--- src/rtl/periph_bus_router.sv ---
// Address router from a single-outstanding master onto NUM_PERIPH peripheral windows.
// Request path is combinational; the response is registered one cycle after the peripheral response, and the router blocks while a transaction is open.
module periph_bus_router #(
  parameter int unsigned                  NUM_PERIPH       = 3,
  parameter int unsigned                  ADDR_W           = 32,
  parameter int unsigned                  DATA_W           = 32,
  parameter logic [NUM_PERIPH-1:0]        PERIPH_SUPPORTED = '1,
  parameter logic [NUM_PERIPH*ADDR_W-1:0] PERIPH_BASE      = '0,
  parameter logic [NUM_PERIPH*ADDR_W-1:0] PERIPH_RANGE     = '0,
  parameter int unsigned                  TIMEOUT_CYCLES   = 255
) (
  input  logic                         clk_i,
  input  logic                         rst_ni,
  input  logic                         req_valid_i,
  output logic                         req_ready_o,
  input  logic [ADDR_W-1:0]            req_addr_i,
  input  logic                         req_we_i,
  input  logic [DATA_W/8-1:0]          req_be_i,
  input  logic [DATA_W-1:0]            req_wdata_i,
  output logic                         rsp_valid_o,
  output logic [DATA_W-1:0]            rsp_rdata_o,
  output logic                         rsp_err_o,
  output logic [NUM_PERIPH-1:0]        p_req_valid_o,
  input  logic [NUM_PERIPH-1:0]        p_req_ready_i,
  output logic [ADDR_W-1:0]            p_req_addr_o,
  output logic                         p_req_we_o,
  output logic [DATA_W/8-1:0]          p_req_be_o,
  output logic [DATA_W-1:0]            p_req_wdata_o,
  input  logic [NUM_PERIPH-1:0]        p_rsp_valid_i,
  input  logic [NUM_PERIPH*DATA_W-1:0] p_rsp_rdata_i,
  input  logic [NUM_PERIPH-1:0]        p_rsp_err_i,
  output logic [15:0]                  timeout_cnt_o
);

  localparam int unsigned IDX_W = (NUM_PERIPH > 1) ? $clog2(NUM_PERIPH) : 1;
  // The timer only ever needs to reach TIMEOUT_CYCLES-1.
  localparam int unsigned TMR_W = (TIMEOUT_CYCLES > 1) ? $clog2(TIMEOUT_CYCLES) : 1;
  localparam logic [TMR_W-1:0] TMR_LAST = TMR_W'(TIMEOUT_CYCLES - 1);
  localparam bit TMO_EN = (TIMEOUT_CYCLES != 0);

  typedef enum logic [1:0] {
    S_IDLE = 2'd0,
    S_WAIT = 2'd1,
    S_ERR  = 2'd2
  } state_t;

  state_t state_q, state_d;

  logic [NUM_PERIPH-1:0] win_hit;
  logic [ADDR_W-1:0]     win_off [NUM_PERIPH];
  logic [DATA_W-1:0]     p_rdata [NUM_PERIPH];
  logic                  hit;
  logic [IDX_W-1:0]      hit_idx;
  logic [IDX_W-1:0]      sel_q;
  logic                  we_q;
  logic [TMR_W-1:0]      timer_q;
  logic                  accept;
  logic                  rsp_hit;
  logic                  tmo_fire;

  for (genvar i = 0; i < NUM_PERIPH; i++) begin : g_win
    logic [ADDR_W-1:0] w_base;
    logic [ADDR_W-1:0] w_range;
    assign w_base     = PERIPH_BASE[i*ADDR_W +: ADDR_W];
    assign w_range    = PERIPH_RANGE[i*ADDR_W +: ADDR_W];
    assign win_off[i] = req_addr_i - w_base;
    assign win_hit[i] = PERIPH_SUPPORTED[i] && (req_addr_i >= w_base) && (win_off[i] <= w_range);
    assign p_rdata[i] = p_rsp_rdata_i[i*DATA_W +: DATA_W];
  end

  // Lowest matching index wins on overlapping windows.
  always_comb begin
    hit     = 1'b0;
    hit_idx = '0;
    for (int i = 0; i < int'(NUM_PERIPH); i++) begin
      if (win_hit[i] && !hit) begin
        hit     = 1'b1;
        hit_idx = IDX_W'(i);
      end
    end
  end

  assign p_req_addr_o  = win_off[hit_idx];
  assign p_req_we_o    = req_we_i;
  assign p_req_be_o    = req_be_i;
  assign p_req_wdata_o = req_wdata_i;

  assign accept   = req_valid_i && req_ready_o;
  assign rsp_hit  = (state_q == S_WAIT) && p_rsp_valid_i[sel_q];
  assign tmo_fire = TMO_EN && (state_q == S_WAIT) && !p_rsp_valid_i[sel_q] && (timer_q == TMR_LAST);

  always_ff @(posedge clk_i or negedge rst_ni) begin
    if (!rst_ni) begin
      state_q <= S_IDLE;
    end else begin
      state_q <= state_d;
    end
  end

  always_comb begin
    state_d = state_q;
    case (state_q)
      S_IDLE:  if (accept) state_d = hit ? S_WAIT : S_ERR;
      S_WAIT:  if (rsp_hit || tmo_fire) state_d = S_IDLE;
      S_ERR:   state_d = S_IDLE;
      default: state_d = S_IDLE;
    endcase
  end

  // Request handshake is held off entirely while reset is asserted.
  always_comb begin
    req_ready_o   = 1'b0;
    p_req_valid_o = '0;
    if (rst_ni && (state_q == S_IDLE) && req_valid_i) begin
      if (hit) begin
        p_req_valid_o[hit_idx] = 1'b1;
        req_ready_o            = p_req_ready_i[hit_idx];
      end else begin
        req_ready_o = 1'b1;
      end
    end
  end

  always_ff @(posedge clk_i or negedge rst_ni) begin
    if (!rst_ni) begin
      sel_q         <= '0;
      we_q          <= 1'b0;
      timer_q       <= '0;
      rsp_valid_o   <= 1'b0;
      rsp_err_o     <= 1'b0;
      rsp_rdata_o   <= '0;
      timeout_cnt_o <= '0;
    end else begin
      rsp_valid_o <= 1'b0;
      rsp_err_o   <= 1'b0;
      rsp_rdata_o <= '0;
      if (accept) begin
        timer_q <= '0;
        if (hit) begin
          sel_q <= hit_idx;
          we_q  <= req_we_i;
        end else begin
          // The miss response is raised on entry so it shows during the ERR state.
          rsp_valid_o <= 1'b1;
          rsp_err_o   <= 1'b1;
        end
      end
      if (rsp_hit) begin
        rsp_valid_o <= 1'b1;
        rsp_err_o   <= p_rsp_err_i[sel_q];
        rsp_rdata_o <= we_q ? '0 : p_rdata[sel_q];
      end else if (tmo_fire) begin
        rsp_valid_o <= 1'b1;
        rsp_err_o   <= 1'b1;
        if (timeout_cnt_o != 16'hFFFF) begin
          timeout_cnt_o <= timeout_cnt_o + 16'd1;
        end
      end else if (TMO_EN && (state_q == S_WAIT)) begin
        timer_q <= timer_q + 1'b1;
      end
    end
  end

  a_p_req_onehot: assert property (@(posedge clk_i) disable iff (!rst_ni) $onehot0(p_req_valid_o));
  a_busy_no_ready: assert property (@(posedge clk_i) disable iff (!rst_ni) (state_q != S_IDLE) |-> !req_ready_o);

endmodule

--- config.mk ---
export PLATFORM = sky130hd
export DESIGN_NAME = periph_bus_router
export DESIGN_NICKNAME = d
export VERILOG_FILES = /design/src/rtl/periph_bus_router.sv
export SDC_FILE = /design/constraint.sdc
export NUM_CORES = 1
export LEC_CHECK = 0
export CAP_MARGIN = 40
export CELL_PAD_IN_SITES_DETAIL_PLACEMENT = 1
export CELL_PAD_IN_SITES_GLOBAL_PLACEMENT = 2
export CORE_ASPECT_RATIO = 1.5
export CORE_MARGIN = 1
export CORE_UTILIZATION = 16
export CTS_CLUSTER_DIAMETER = 60
export DETAILED_ROUTE_END_ITERATION = 8
export PLACE_DENSITY = 0.91
export SETUP_SLACK_MARGIN = 0.3
export SYNTH_ARGS = -nofsm -noshare
export SYNTH_HDL_FRONTEND = slang
export SYNTH_SLANG_ARGS = --single-unit
--- constraint.sdc ---
create_clock -name clk_i -period 2.2 [get_ports clk_i]
set_input_delay 0.55 -clock clk_i [delete_from_list [all_inputs] [get_ports clk_i]]
set_output_delay 0.55 -clock clk_i [all_outputs]
set_load 0.1 [all_outputs]
; Word level (Yosys, flattened, before mapping)
; Index checks and enable logic that the tools add are counted.
[totals]
reg_bits = 63
output_inout_bits = 123
in_bits = 177
[op_classes]
bitwise = 3
mux = 38
n_lt_le_gt_ge = 7
reduce_logical = 18
add_sub_neg = 2
n_eq_ne = 5
[ops]
columns = op, n
row1 = $mux W32, 6
row2 = $bmux W32 S2, 2
row3 = $ge A32 B1 Y1 const B, 1
row4 = $le A32 B1 Y1 const B, 1
row5 = $mux W8, 4
row6 = $add A16 B1 Y16 const B, 1
row7 = $ne A16 B16 Y1 const B, 1
row8 = $mux W1, 15
row9 = $logic_and A1 B1 Y1, 10
row10 = $add A8 B1 Y8 const B, 1
row11 = $eq A8 B8 Y1 const B, 1
row12 = $mux W2, 4
row13 = $bmux W1 S2, 3
row14 = $ge A3 B3 Y1 const B, 2
row15 = $lt A2 B3 Y1 const B, 2
row16 = $mux W3, 2
row17 = $not A2 Y3, 2
row18 = $pmux W2 S2, 1
row19 = $reduce_and A2 Y1, 2
row20 = $logic_not A1 Y1, 3
row21 = $reduce_and A3 Y1, 1
row22 = $demux W1 S2, 1
row23 = $eq A2 B1 Y1 const B, 1
row24 = $ge A2 B1 Y1 const B, 1
row25 = other kinds (5), 5

; Longest topological paths before layout
[logic_depth]
word_depth = 18
ltp_mapped = 7
mapped_depth_nobuf = 6

; Worst setup path after synthesis
; OpenSTA, ideal clock, no wires.
[synth_path]
kind = input to output
start = input rst_ni
end = output req_ready_o
path_stages = 3
t_arrival_ns = 2.135
n_path_buf = 1
slack_ns = -0.485
path_cell_list = nor4bb_1 > o31a_1 > clkbuf_1
[synth_via]
elab_chain_cells = 3
[synth_rtl]
columns = element, line_no
row1 = "start, declared", 13  ; input logic rst_ni,
row2 = $logic_and A1 B1 Y1 (2 in series), 114  ; if (rst_ni && (state_q == S_IDLE) && req_valid_i) begin
row3 = $mux W1, 114
row4 = "end, declared", 15  ; output logic req_ready_o,
; No other way between the ends.

; Worst setup path after layout
[layout_path]
start = input req_addr_i[7]
end = output req_ready_o
[layout_via]
elab_chain_cells = 13
[layout_rtl]
columns = element, line_no
row1 = "start, declared", 16  ; input logic [ADDR_W-1:0] req_addr_i,
row2 = $ge A32 B1 Y1 or $le A32 B1 Y1 (tied branches), 67  ; assign win_hit[i] = PERIPH_SUPPORTED[i] && (req_addr_i >= w_base) && (win_off[i] <= w_range);
row3 = $logic_and A1 B1 Y1 *, 67
row4 = $mux W1, 76  ; if (win_hit[i] && !hit) begin
row5 = $logic_not A1 Y1, 76
row6 = $logic_and A1 B1 Y1, 76
row7 = $mux W1, 76
row8 = $logic_not A1 Y1, 76
row9 = $logic_and A1 B1 Y1, 76
row10 = $mux W2, 76
row11 = $bmux W1 S2, 117  ; req_ready_o = p_req_ready_i[hit_idx];
row12 = $mux W1 (not written as such), 117
row13 = $mux W1 *, 115  ; if (hit) begin
row14 = $mux W1 *, 114
; Mark *: on every way between the ends. The rest lies on a longest branch, timed or not. The select of a mux whose other input is x is not followed.

==> results.md <==
- Run status: finished, violations left
- Violated checks: setup timing
- Depth of the most critical reg-to-reg path: 7
- Post-route antenna net violation count: 0
- Req. time, crit path: 1.65 ns
- Die Wd: 117 um
- DR vias: 2700
- Synth unique cells: 38
- Final setup fails: 2
- Hold Path Sink: timeout_cnt_o[12]
- Worst path slowest cell: o31a_1
- Relative slew margins: 46.2%
- Core Region: 19200 um2
- Pre-CTS setup slack: -0.485 ns
- Initial DRT Pass Iterations: 4
- Final TNS setup: -0.136 ns
- Asr flop ratio synth: 100%
- IO Port Bufs: 155
- Origin of the critical flop-to-flop path: timer_q[0]
- Clock buffer depth: 2
- Worst Path Arrival: 1.73 ns
- Comb power frac: 19.7%
- YS warnings: 0
- Worst-Skew Late Latency: 0.32 ns
- CP Max Fanout: 2
- Largest stage delay on the critical path: 0.41 ns
- # hold bufs at CTS: 0
- Layout fillers: 2164
- Final core utilization: 30.0%
- PwrDens: 578 nW/um2
- Dpl hpwl: 7880 um
- Final Skew: 0.00666 ns
- Vias in the first global route: 3091
- Final setup margin: -0.0755 ns
- Nature of the critical path startpoint: primary input
- Seq pwr share: 33.7%
- Routed WL: 10300 um
- Crit Path Category: primary input to output port
- Area leader, netlist: dfrtp_1
- VDD IR max: 330 uV
- Predominant post-synthesis flop cell: dfrtp_1
- Clk sinks: 61
- Most common library cells after synthesis: 72 x buf_4, 61 x dfrtp_1, 35 x and2_1, 16 x xor2_1, 11 x nor4_1
- Clk pin slew, worst setup/hold paths: 0.05 ns
- Initial antenna violation count: 0
- Max Fclk: 0.439 GHz
- Clock power share: 46.6%
- Syn Inst Count: 292
- Tmin final: 2.28 ns
- Row cnt: 62
- Starting Density: 16.4%
- Die Ht: 174 um
- Num ports: 300
- Worst R2R End: timeout_cnt_o[6]
- Actual slew at the worst max-slew pin: 0.807 ns
- Vias per cell: 3.84
- Seq/Total Area, Yosys: 48.3%
- Lkg Pwr: 2.73 nW
- CP endpoint kind: output port
- Fin cells: 703
- CP cell instances: buf_8 > nor4_4 > nand4_1 > o31a_1 > buf_12
- Final number of hold-violating endpoints: 0
- Flop-to-flop setup slack: 0.37 ns
- Post-route DRC: 0
- Max-cap violation count: 0
- Post-synth design cell area: 3160 um2
- # placed instances: 675
- Min-Delay Path Class: flop to flop
- Largest net degree at the start of global routing: 62
- Gpl congestion: 0.740
- Gr ovfl total: 0
- Drt wl/cell: 14.6 um
- Top cells by area, synth: dfrtp_1 48%, buf_4 17%, and2_1 6.9%
- RSZ-0062 raised after global routing: true
- Nets: 622
- Layout cell share with drive strength beyond 1: 53.9%
- Die ar.: 20300 um2
- Area Overhead vs Synth: 82.8%
- Diode count: 0
- CTS root buf: clkbuf_16
- Yosys reg bits: 61
- CTS Buf Count: 9
- Sw frac: 26.9%
- Post-synth EDFFs: 0
- Internal: 2.44 mW
- Top-count cell post-synth: buf_4
- First-pass GRT wire length: 15900 um
- Crit share post-route: 103%
- # H-tree levels: 3
- P_sw: 898 uW
- Worst hold path stage count: 1
- Synth top area share: 48.3%
- CTS tree: built
- Total track usage: 10.4%
- Hold_sp: timeout_cnt_o[12]
- Post-Syn Area per Cell: 10.8 um2
- DR iter-0 viols: 61
- Final Max Tran Viols: 0
## power groups by stage
stage	logic, mW	clock network (mW)	registers, mW
finish	0.658	1.56	1.13
global route	0.682	1.66	1.13
floorplan	0.632	0	1.16
CTS	0.660	1.60	1.13
detailed placement	0.674	0	1.15
global placement	0.665	0	1.15
## worst max-delay path by stage
stage | startpoint | depth (start not counted) | to | slack, ns
2_1_floorplan | req_addr_i[24] | 4 | req_ready_o | 0.16
3_3_place_gp | req_addr_i[0] | 5 | req_ready_o | -0.47
3_5_place_dp | req_addr_i[0] | 5 | req_ready_o | -0.49
4_1_cts | req_addr_i[7] | 5 | req_ready_o | -0.1
5_1_grt | req_addr_i[29] | 7 | p_req_valid_o[0] | -0.16
6_report | req_addr_i[7] | 5 | req_ready_o | -0.08
## cells in the final DEF, fill, tap and decap left out, types with 3 or more instances in the layout
| cell type | n |
|---|---|
| clkdlybuf4s15_2 | 4 |
| nand4_1 | 8 |
| buf_6 | 8 |
| nor2_1 | 5 |
| dfrtp_1 | 45 |
| buf_4 | 101 |
| clkdlybuf4s15_1 | 5 |
| xor2_1 | 16 |
| dfrtp_2 | 8 |
| dlygate4sd2_1 | 3 |
| and2_1 | 34 |
| or2_2 | 3 |
| buf_2 | 18 |
| nor4_2 | 4 |
| nor3_1 | 4 |
| and3_1 | 4 |
| mux2i_1 | 3 |
| inv_1 | 4 |
| nor4_4 | 10 |
| nand3_1 | 6 |
| buf_12 | 39 |
| clkbuf_16 | 10 |
| nand2_1 | 9 |
| clkdlybuf4s50_1 | 35 |
| a21oi_1 | 3 |
| dfrtp_4 | 8 |
| o21ai_0 | 4 |
## cells by family after synthesis
group,synth area share (%)
AO/OA/AOI/OAI,2.93
XOR/XNOR,4.71
adder cells (fa/ha/maj),1.19
buffers and inverters,18.6
flip-flops,48.3
multiplexers,1.66
other,0.119
AND/OR/NAND/NOR,22.5
## registers in the layout (all words and copies together) (netlist names)
signal         flops
timer_q            8
rsp_valid_o        1
timeout_cnt_o     16
state_q            2
rsp_rdata_o       32
we_q               1
rsp_err_o          1
## stage by stage
stage / power (mW) / hold slack (ns) / instance area (um2)
2_1_floorplan: 1.79 / 0.254 / 3290
3_3_place_gp: 1.81 / 0.485 / 5230
3_5_place_dp: 1.82 / 0.503 / 5230
4_1_cts: 3.38 / 0.513 / 5610
5_1_grt: 3.47 / 0.516 / 5780
6_report: 3.34 / 0.507 / 5780
## cell type report
type / instances / area [um2] / area share (%)
clock buffer: 12 / 256 / 4.44
clock inverter: 4 / 70.1 / 1.21
inverter: 5 / 18.8 / 0.325
multi-input combinational: 149 / 1310 / 22.6
sequential: 61 / 1570 / 27.1
tap: 256 / 320 / 5.54
timing repair buffer: 216 / 2240 / 38.8
## timing repair
action	4_1_cts	5_1_grt
gates cloned	0	1
setup buffers	6	5
resized for setup	133	21
pin swaps	15	9
setup endpoints to repair	46	20
## worst max-delay path: cells and delay by family
family	cells	cell delay, ns
AOI/OAI and AO/OA	1	0.41
buffers and inverters	2	0.29
and+or+nand+nor	2	0.47
## layer usage
metal	wire length (um)	track usage [%]
met1	3520	9.80
met5	0	0
met3	819	3.94
met4	331	4.96
met2	5620	19.2
(Power assumes the default switching activity.)
